## config.mk

```make
export PLATFORM = sky130hd
export DESIGN_NAME = motion_cmd_sched_flat
export DESIGN_NICKNAME = d
export VERILOG_FILES = /design/src/rtl/motion_cmd_sched_pkg.sv /design/src/rtl/motion_cmd_sched_if.sv /design/src/rtl/motion_cmd_sched_cmd_fifo.sv /design/src/rtl/motion_cmd_sched.sv /design/src/flat_wrapper.sv
export SDC_FILE = /design/constraint.sdc
export NUM_CORES = 1
export LEC_CHECK = 0
export ABC_CLOCK_PERIOD_IN_PS = 2800
export CAP_MARGIN = 30
export CELL_PAD_IN_SITES_DETAIL_PLACEMENT = 0
export CELL_PAD_IN_SITES_GLOBAL_PLACEMENT = 1
export CORE_ASPECT_RATIO = 1.75
export CORE_UTILIZATION = 39
export CTS_BUF_LIST = sky130_fd_sc_hd__clkbuf_4 sky130_fd_sc_hd__clkbuf_8
export CTS_CLUSTER_SIZE = 24
export DETAILED_ROUTE_END_ITERATION = 16
export GPL_TIMING_DRIVEN = 0
export PLACE_DENSITY = 0.85
export RECOVER_POWER = 25
export SLEW_MARGIN = 20
export SYNTH_ARGS = -nofsm -noshare
export SYNTH_HDL_FRONTEND = slang
export SYNTH_HIERARCHICAL = 1
export SYNTH_SLANG_ARGS = --single-unit
```

## constraint.sdc

```tcl
create_clock -name Clk -period 2.8 [get_ports Clk]
set_clock_uncertainty 0.05 [all_clocks]
set_input_delay 0.84 -clock Clk [delete_from_list [all_inputs] [get_ports Clk]]
set_output_delay 0.84 -clock Clk [all_outputs]
set_load 0.02 [all_outputs]
```

## src/rtl/motion_cmd_sched_pkg.sv

```systemverilog
`default_nettype none
// ============================================================================
//  Module      : motion_pkg
//  Description : Shared types, keycodes and direction-to-step mapping for the
//                sprite motion scheduler.
//  Revision    : 1.0 - initial release
// ============================================================================
package motion_pkg;

    typedef enum logic [1:0] {
        UP    = 2'd0,
        LEFT  = 2'd1,
        DOWN  = 2'd2,
        RIGHT = 2'd3
    } dir_t;

    typedef enum logic [1:0] {
        IDLE = 2'd0,
        KEY  = 2'd1,
        DEMO = 2'd2
    } sched_state_t;

    // PS/2 set-2 make codes for the W/A/S/D keys
    localparam logic [7:0] KC_W = 8'h1D;
    localparam logic [7:0] KC_A = 8'h1C;
    localparam logic [7:0] KC_S = 8'h1B;
    localparam logic [7:0] KC_D = 8'h23;

    typedef struct packed {
        logic [9:0] dx;
        logic [9:0] dy;
    } step_t;

    // Signed (dx, dy) step for a direction; screen Y grows downward
    function automatic step_t dir_step(input dir_t d, input logic [9:0] step);
        step_t      s;
        logic [9:0] neg;
        neg  = ~step + 10'd1;
        s.dx = '0;
        s.dy = '0;
        case (d)
            UP:      s.dy = neg;
            DOWN:    s.dy = step;
            LEFT:    s.dx = neg;
            default: s.dx = step;
        endcase
        return s;
    endfunction

endpackage
`default_nettype wire

```

## src/rtl/motion_cmd_sched_if.sv

```systemverilog
`default_nettype none
// ============================================================================
//  Module      : motion_cmd_sched_if
//  Description : Keyboard, demo requester, wall-flag and motion output bundle
//                of the motion scheduler. master = environment, slave = block.
//  Revision    : 1.0 - initial release
// ============================================================================
interface motion_cmd_sched_if;
    logic       frame_tick;
    logic       key_valid;
    logic       press;
    logic [7:0] keycode;
    logic       demo_valid;
    logic [1:0] demo_dir;
    logic       demo_ready;
    logic       at_x_min;
    logic       at_x_max;
    logic       at_y_min;
    logic       at_y_max;
    logic [9:0] motion_x;
    logic [9:0] motion_y;
    logic [1:0] dir;
    logic       owner;
    logic       cmd_overflow;

    modport master (
        output frame_tick, key_valid, press, keycode, demo_valid, demo_dir,
               at_x_min, at_x_max, at_y_min, at_y_max,
        input  demo_ready, motion_x, motion_y, dir, owner, cmd_overflow
    );

    modport slave (
        input  frame_tick, key_valid, press, keycode, demo_valid, demo_dir,
               at_x_min, at_x_max, at_y_min, at_y_max,
        output demo_ready, motion_x, motion_y, dir, owner, cmd_overflow
    );
endinterface
`default_nettype wire

```

## src/rtl/motion_cmd_sched_cmd_fifo.sv

```systemverilog
`default_nettype none
// ============================================================================
//  Module      : cmd_fifo
//  Description : Synchronous FIFO of direction commands. A push on a full
//                FIFO is accepted when a pop happens in the same cycle.
//  Revision    : 1.0 - initial release
// ============================================================================
module cmd_fifo
    import motion_pkg::*;
#(
    parameter int DEPTH = 4
) (
    input  wire logic Clk,
    input  wire logic Reset,
    input  wire logic push,
    input  wire dir_t push_dir,
    input  wire logic pop,
    output dir_t      head,
    output logic      full,
    output logic      empty
);
    localparam int            AW       = $clog2(DEPTH);
    localparam logic [AW:0]   FULL_CNT = (AW+1)'(DEPTH);

    dir_t          mem_q [DEPTH];
    dir_t          mem_d [DEPTH];
    logic [AW-1:0] wr_ptr_q, wr_ptr_d, rd_ptr_q, rd_ptr_d;
    logic [AW:0]   count_q, count_d;
    logic          do_push, do_pop;

    assign empty = (count_q == '0);
    assign full  = (count_q == FULL_CNT);
    assign head  = mem_q[rd_ptr_q];

    // Pointer, occupancy and storage update
    always_comb begin
        mem_d    = mem_q;
        wr_ptr_d = wr_ptr_q;
        rd_ptr_d = rd_ptr_q;
        count_d  = count_q;
        do_pop   = pop && !empty;
        do_push  = push && (!full || do_pop);
        if (do_push) begin
            mem_d[wr_ptr_q] = push_dir;
            wr_ptr_d        = wr_ptr_q + AW'(1);
        end
        if (do_pop) begin
            rd_ptr_d = rd_ptr_q + AW'(1);
        end
        if (do_push && !do_pop) begin
            count_d = count_q + (AW+1)'(1);
        end else if (!do_push && do_pop) begin
            count_d = count_q - (AW+1)'(1);
        end
    end

    // FIFO state registers
    always_ff @(posedge Clk or posedge Reset) begin
        if (Reset) begin
            for (int i = 0; i < DEPTH; i++) begin
                mem_q[i] <= UP;
            end
            wr_ptr_q <= '0;
            rd_ptr_q <= '0;
            count_q  <= '0;
        end else begin
            mem_q    <= mem_d;
            wr_ptr_q <= wr_ptr_d;
            rd_ptr_q <= rd_ptr_d;
            count_q  <= count_d;
        end
    end
endmodule
`default_nettype wire

```

## src/rtl/motion_cmd_sched.sv

```systemverilog
`default_nettype none
// ============================================================================
//  Module      : motion_cmd_sched
//  Description : Per-frame sprite motion scheduler: queues W/A/S/D commands,
//                hands the sprite to a demo requester after IDLE_FRAMES empty
//                frames, and applies wall bounce to the motion step.
//                Optional: MOTION_NO_REVERSE_EN discards commands that would
//                reverse a moving sprite.
//  Revision    : 1.0 - initial release
// ============================================================================
module motion_cmd_sched
    import motion_pkg::*;
#(
    parameter int         FIFO_DEPTH  = 4,
    parameter logic [9:0] STEP        = 10'd1,
    parameter int         IDLE_FRAMES = 600
) (
    input wire logic          Clk,
    input wire logic          Reset,
    motion_cmd_sched_if.slave bus
);
    localparam int               CNT_W     = $clog2(IDLE_FRAMES + 1);
    localparam logic [CNT_W-1:0] IDLE_LAST = CNT_W'(IDLE_FRAMES - 1);
    localparam logic [9:0]       NEG_STEP  = ~STEP + 10'd1;

    sched_state_t     state_q, state_d;
    logic [CNT_W-1:0] idle_cnt_q, idle_cnt_d;
    logic [9:0]       motion_x_q, motion_x_d, motion_y_q, motion_y_d;
    dir_t             dir_q, dir_d, pend_dir_q, pend_dir_d;
    logic             pend_q, pend_d;
    logic             owner_q, owner_d;
    logic             demo_ready_q, demo_ready_d;
    logic             ovf_q, ovf_d;

    logic  key_hit, push_ok, fifo_pop, fifo_full, fifo_empty;
    dir_t  key_dir, fifo_head, cmd_dir;
    logic  cmd_valid, cmd_blocked;
    step_t cmd_step;

    // Decode make codes of the four movement keys
    always_comb begin
        key_hit = 1'b0;
        key_dir = UP;
        if (bus.key_valid && bus.press) begin
            case (bus.keycode)
                KC_W:    begin key_hit = 1'b1; key_dir = UP;    end
                KC_A:    begin key_hit = 1'b1; key_dir = LEFT;  end
                KC_S:    begin key_hit = 1'b1; key_dir = DOWN;  end
                KC_D:    begin key_hit = 1'b1; key_dir = RIGHT; end
                default: ;
            endcase
        end
    end

    // Pop on a keyboard-side frame; a same-cycle pop frees room for a push
    assign fifo_pop = bus.frame_tick && !fifo_empty && (state_q != DEMO);
    assign push_ok  = key_hit && (!fifo_full || fifo_pop);

    cmd_fifo #(
        .DEPTH (FIFO_DEPTH)
    ) u_cmd_fifo (
        .Clk      (Clk),
        .Reset    (Reset),
        .push     (push_ok),
        .push_dir (key_dir),
        .pop      (fifo_pop),
        .head     (fifo_head),
        .full     (fifo_full),
        .empty    (fifo_empty)
    );

    // Ownership FSM, command selection, motion update and wall bounce
    always_comb begin
        state_d     = state_q;
        idle_cnt_d  = idle_cnt_q;
        motion_x_d  = motion_x_q;
        motion_y_d  = motion_y_q;
        dir_d       = dir_q;
        pend_d      = pend_q;
        pend_dir_d  = pend_dir_q;
        ovf_d       = ovf_q | (key_hit & ~push_ok);
        cmd_valid   = 1'b0;
        cmd_dir     = dir_q;
        cmd_blocked = 1'b0;
        cmd_step    = '0;

        // demo_ready is only high with nothing pending, so no clash with a tick
        if (bus.demo_valid && demo_ready_q) begin
            pend_d     = 1'b1;
            pend_dir_d = dir_t'(bus.demo_dir);
        end

        case (state_q)
            DEMO: begin
                if (push_ok) begin
                    state_d = KEY;
                    pend_d  = 1'b0;
                end else if (bus.frame_tick && pend_q) begin
                    cmd_valid = 1'b1;
                    cmd_dir   = pend_dir_q;
                    pend_d    = 1'b0;
                end
            end
            default: begin
                if (bus.frame_tick) begin
                    if (fifo_pop) begin
                        cmd_valid  = 1'b1;
                        cmd_dir    = fifo_head;
                        state_d    = KEY;
                        idle_cnt_d = '0;
                    end else if (idle_cnt_q == IDLE_LAST) begin
                        // A key landing on the takeover frame keeps the keyboard in charge
                        state_d    = push_ok ? KEY : DEMO;
                        idle_cnt_d = '0;
                    end else begin
                        idle_cnt_d = idle_cnt_q + CNT_W'(1);
                    end
                end
            end
        endcase

`ifdef MOTION_NO_REVERSE_EN
        cmd_blocked = ((cmd_dir ^ dir_q) == 2'b10) && ((motion_x_q | motion_y_q) != 10'd0);
`endif

        if (cmd_valid && !cmd_blocked) begin
            dir_d      = cmd_dir;
            cmd_step   = dir_step(cmd_dir, STEP);
            motion_x_d = cmd_step.dx;
            motion_y_d = cmd_step.dy;
        end

        // Bounce overrides the command; only a moving component reacts
        if (bus.frame_tick) begin
            if (motion_x_d != 10'd0) begin
                if (bus.at_x_max)      motion_x_d = NEG_STEP;
                else if (bus.at_x_min) motion_x_d = STEP;
            end
            if (motion_y_d != 10'd0) begin
                if (bus.at_y_max)      motion_y_d = NEG_STEP;
                else if (bus.at_y_min) motion_y_d = STEP;
            end
        end

        owner_d      = (state_d == DEMO);
        demo_ready_d = (state_d == DEMO) && !pend_d;
    end

    // Scheduler state and registered outputs
    always_ff @(posedge Clk or posedge Reset) begin
        if (Reset) begin
            state_q      <= IDLE;
            idle_cnt_q   <= '0;
            motion_x_q   <= '0;
            motion_y_q   <= '0;
            dir_q        <= UP;
            pend_q       <= 1'b0;
            pend_dir_q   <= UP;
            owner_q      <= 1'b0;
            demo_ready_q <= 1'b0;
            ovf_q        <= 1'b0;
        end else begin
            state_q      <= state_d;
            idle_cnt_q   <= idle_cnt_d;
            motion_x_q   <= motion_x_d;
            motion_y_q   <= motion_y_d;
            dir_q        <= dir_d;
            pend_q       <= pend_d;
            pend_dir_q   <= pend_dir_d;
            owner_q      <= owner_d;
            demo_ready_q <= demo_ready_d;
            ovf_q        <= ovf_d;
        end
    end

    assign bus.motion_x     = motion_x_q;
    assign bus.motion_y     = motion_y_q;
    assign bus.dir          = dir_q;
    assign bus.owner        = owner_q;
    assign bus.demo_ready   = demo_ready_q;
    assign bus.cmd_overflow = ovf_q;
endmodule
`default_nettype wire
```

## src/flat_wrapper.sv

```systemverilog
// flat-port wrapper written by rule: the top's interface ports become plain ports
module motion_cmd_sched_flat import motion_pkg::*;
#(
    parameter int         FIFO_DEPTH  = 4,
    parameter logic [9:0] STEP        = 10'd1,
    parameter int         IDLE_FRAMES = 600
)
  (Clk, Reset, bus_frame_tick, bus_key_valid, bus_press, bus_keycode, bus_demo_valid, bus_demo_dir, bus_at_x_min, bus_at_x_max, bus_at_y_min, bus_at_y_max, bus_demo_ready, bus_motion_x, bus_motion_y, bus_dir, bus_owner, bus_cmd_overflow);
  motion_cmd_sched_if bus_i ();
  input wire logic Clk;
  input wire logic Reset;
  input wire logic [$bits(bus_i.frame_tick)-1:0] bus_frame_tick;
  input wire logic [$bits(bus_i.key_valid)-1:0] bus_key_valid;
  input wire logic [$bits(bus_i.press)-1:0] bus_press;
  input wire logic [$bits(bus_i.keycode)-1:0] bus_keycode;
  input wire logic [$bits(bus_i.demo_valid)-1:0] bus_demo_valid;
  input wire logic [$bits(bus_i.demo_dir)-1:0] bus_demo_dir;
  input wire logic [$bits(bus_i.at_x_min)-1:0] bus_at_x_min;
  input wire logic [$bits(bus_i.at_x_max)-1:0] bus_at_x_max;
  input wire logic [$bits(bus_i.at_y_min)-1:0] bus_at_y_min;
  input wire logic [$bits(bus_i.at_y_max)-1:0] bus_at_y_max;
  output wire logic [$bits(bus_i.demo_ready)-1:0] bus_demo_ready;
  output wire logic [$bits(bus_i.motion_x)-1:0] bus_motion_x;
  output wire logic [$bits(bus_i.motion_y)-1:0] bus_motion_y;
  output wire logic [$bits(bus_i.dir)-1:0] bus_dir;
  output wire logic [$bits(bus_i.owner)-1:0] bus_owner;
  output wire logic [$bits(bus_i.cmd_overflow)-1:0] bus_cmd_overflow;
  assign bus_i.frame_tick = bus_frame_tick;
  assign bus_i.key_valid = bus_key_valid;
  assign bus_i.press = bus_press;
  assign bus_i.keycode = bus_keycode;
  assign bus_i.demo_valid = bus_demo_valid;
  assign bus_i.demo_dir = bus_demo_dir;
  assign bus_i.at_x_min = bus_at_x_min;
  assign bus_i.at_x_max = bus_at_x_max;
  assign bus_i.at_y_min = bus_at_y_min;
  assign bus_i.at_y_max = bus_at_y_max;
  assign bus_demo_ready = bus_i.demo_ready;
  assign bus_motion_x = bus_i.motion_x;
  assign bus_motion_y = bus_i.motion_y;
  assign bus_dir = bus_i.dir;
  assign bus_owner = bus_i.owner;
  assign bus_cmd_overflow = bus_i.cmd_overflow;
  motion_cmd_sched #(.FIFO_DEPTH(FIFO_DEPTH), .STEP(STEP), .IDLE_FRAMES(IDLE_FRAMES)) u_core (.Clk(Clk), .Reset(Reset), .bus(bus_i));
endmodule
```

==> results.json <==
{
  "status": "finished clean",
  "yosys.area_share.adder_pct": 3.231,
  "wl_met2_um": 3915,
  "muxShareOfSynthArea_pct": 7.143,
  "wl_met3_um": 179,
  "wl_met1_um": 2652,
  "synthSimpleGateAreaFrac_pct": 20.75,
  "critPathArrivalTime_ns": 2.96,
  "hpwl_um": 5131,
  "drt.antenna.violating_nets": 0,
  "synthCells": 282,
  "rsz0062_at_grt": "true",
  "setup_violations": 0,
  "clock_path_buffers": 2,
  "synthXorXnorAreaFrac_pct": 3.571,
  "path_class": "in -> reg",
  "tightest_slew_ns": 0.7255,
  "whs_ns": 0.4279,
  "vias_per_cell": 5.547,
  "initial_utilization_pct": 40.68,
  "htreeDepth": 2,
  "cts.sinks": 55,
  "slew_viol_final": 0,
  "fin_area_um2": 3752,
  "multiInputGateArea_um2": 1556,
  "p_leak_nw": 1.625,
  "fin_crit_ns": 2.774,
  "worst_ep_required_time_ns": 2.98,
  "grt_max_degree": 23,
  "endpoint_kind": "register",
  "die_w_um": 67.67,
  "async_flop_share_pct": 100.0,
  "ys_types": 61,
  "hold_path_class": "reg -> reg",
  "fill_cells": 678,
  "period_share_pct": 99.06,
  "synth_seq_cells": 55,
  "syn_nets": 309,
  "max-vdd-ir-drop_mv": 0.3530,
  "cap_violations": 0,
  "vias": 2402,
  "grt_pass1_vias": 2464,
  "critPathMaxFanout": 3,
  "first_pass_iters": 4,
  "ys_seq_area_share_pct": 46.77,
  "critPathLaunchType": "input pin",
  "clk_pin_slew_ns": 0.09,
  "ys.flop_type": "dfrtp_1",
  "die_area_um2": 7911,
  "portBuffers": 43,
  "gp_congestion": 0.8340,
  "wl_um": 6923,
  "cts_tree": "done",
  "finalNetCount": 373,
  "power_density_nw_per_um2": 641.9,
  "insertion_delay_ns": 0.31,
  "drc": 0,
  "layout-drive-gt1-share_pct": 22.19,
  "overflow": 0,
  "max_freq_ghz": 0.3605,
  "max_slew_margin_pct": 51.58,
  "seq_area_um2": 1380,
  "placed_cell_area_um2": 3540,
  "antenna_found_initial": 0,
  "area_growth_pct": 27.51,
  "die_h_um": 116.9,
  "ios": 45,
  "track_usage_pct": 19.42,
  "core_um2": 7233,
  "cts_buffers": 5,
  "grt_pass1_wl_um": 11430,
  "avgSynthCellArea_um2": 10.44,
  "synth_area_um2": 2943,
  "root_buffer": "clkbuf_8",
  "antenna_cells": 0,
  "rows": 41,
  "ys_warn_count": 6,
  "hold_viol": 0,
  "cts-hold-fix-buffers": 0,
  "dr.first_iter.drc_count": 128,
  "highest_layer": "met4",
  "synth_compound_area_share_pct": 15.52,
  "synth_top_family_by_area": "simple AND/OR/NAND/NOR gates",
  "wl_per_cell_um": 15.99,
  "synth-edff-count": 0
}
-- cell families after synthesis --
| family | count (synthesis) |
|---|---|
| flops | 55 |
| simple gates | 104 |
| xor+xnor | 12 |
| buf+inv | 20 |
| compound gates | 67 |
| mux | 17 |
| fa+ha+maj | 7 |
-- through the flow --
step	setup TNS (ns)	utilization, %	power (W)	cells	setup slack [ns]
5_1_grt	-0.08804	51.88	0.002547	433	-0.07881
2_1_floorplan	-0.5844	-	0.001567	282	-0.2962
4_1_cts	0	51.55	0.002396	427	0.0003364
3_5_place_dp	-17.44	48.94	0.001877	412	-1.044
6_report	0	51.88	0.002409	433	0.02635
3_3_place_gp	-16.00	48.56	0.001846	411	-0.9792
-- per-layer routing --
metal | GRT usage [%] | vias up
met3 | 3.391 | 12
li1 | - | 1157
met1 | 21.38 | 1201
met2 | 34.92 | 32
met5 | 0 | -
met4 | 9.078 | 0
-- sequential cells by signal, indices dropped and copies added, names as in the netlist --
register / flops
u_core/bus.demo_ready: 1
u_core/u_cmd_fifo/mem_q: 8
u_core/bus.owner: 1
u_core/u_cmd_fifo/rd_ptr_q: 2
u_core/u_cmd_fifo/wr_ptr_q: 2
u_core/bus.motion_x: 10
u_core/bus.dir: 2
u_core/state_q: 2
u_core/pend_dir_q: 2
u_core/pend_q: 1
u_core/idle_cnt_q: 10
u_core/u_cmd_fifo/count_q: 3
u_core/bus.cmd_overflow: 1
u_core/bus.motion_y: 10
-- synth_stat cells, drive strengths merged (6+ instances only) --
library cell	instances	area share, %
dfrtp	55	47
nand2	22	2.8
o21ai	22	3.7
nor2	20	2.6
a21oi	16	2.7
mux2	12	4.6
nor3	11	2.2
a22oi	10	2.6
inv	9	1.1
nand3	9	1.5
xor2	7	2.1
buf	6	1.2
ha	6	2.6
-- area by class of cell --
cell class                      instances  share of cell area, %
Sequential cell                        55                  36.78
Clock buffer                            8                  2.768
Timing Repair Buffer                   57                  13.44
Buffer                                 11                  1.767
Tap cell                               86                  2.868
Multi-Input combinational cell        207                  41.48
Inverter                                9                 0.9003
-- report_power, final --
group / switching, W / internal, W / total, W
registers: 0.000153 / 0.000926 / 0.00108
clock network: 0.000251 / 0.000236 / 0.000487
logic: 0.000425 / 0.000419 / 0.000843
-- placed cells by master, fill, tap and decap left out, types with 6 or more instances in the layout --
cell             count
buf_2                7
clkbuf_8             8
clkdlybuf4s50_1     32
nand3_1              9
xor2_1               7
mux2_2              11
dfrtp_1             52
inv_1                6
a21oi_1             16
buf_4               13
nor3_1               7
o21ai_1             18
a22oi_1              9
nand2_1             21
nor2_1              20
-- final timing paths --
path                                               from                       endpoint  slack [ns]  depth (start not counted)
setup reg to reg           u_core/u_cmd_fifo/count_q[2]   u_core/u_cmd_fifo/count_q[1]        0.10                         11
min in group asynchronous                         Reset  u_core/u_cmd_fifo/rd_ptr_q[0]        1.00                          2
max in group asynchronous                         Reset        u_core/bus.cmd_overflow        0.63                          3
hold / removal                  u_core/bus.cmd_overflow        u_core/bus.cmd_overflow        0.43                          1
setup / recovery                         bus_keycode[2]   u_core/u_cmd_fifo/count_q[2]        0.03                         11
hold reg to reg                 u_core/bus.cmd_overflow        u_core/bus.cmd_overflow        0.43                          1
-- worst max-delay path, cell delays in order --
cell           delay [ns]
dlygate4sd2_1        0.20
nand4b_1             0.12
or3_4                0.40
a22oi_2              0.22
nor2b_4              0.21
ha_4                 0.14
inv_2                0.04
fa_2                 0.34
xor2_1               0.16
nor2_1               0.13
xor2_1               0.14
-- timing repair --
| item | 4_1_cts | 5_1_grt |
|---|---|---|
| resized for setup | 28 | 13 |
| setup buffers | 7 | 6 |
| hold endpoints to repair | 0 | 0 |
| endpoints found under the setup margin | 32 | 21 |
| pin swaps | 10 | 8 |
Power figures use the tool's default switching activity.
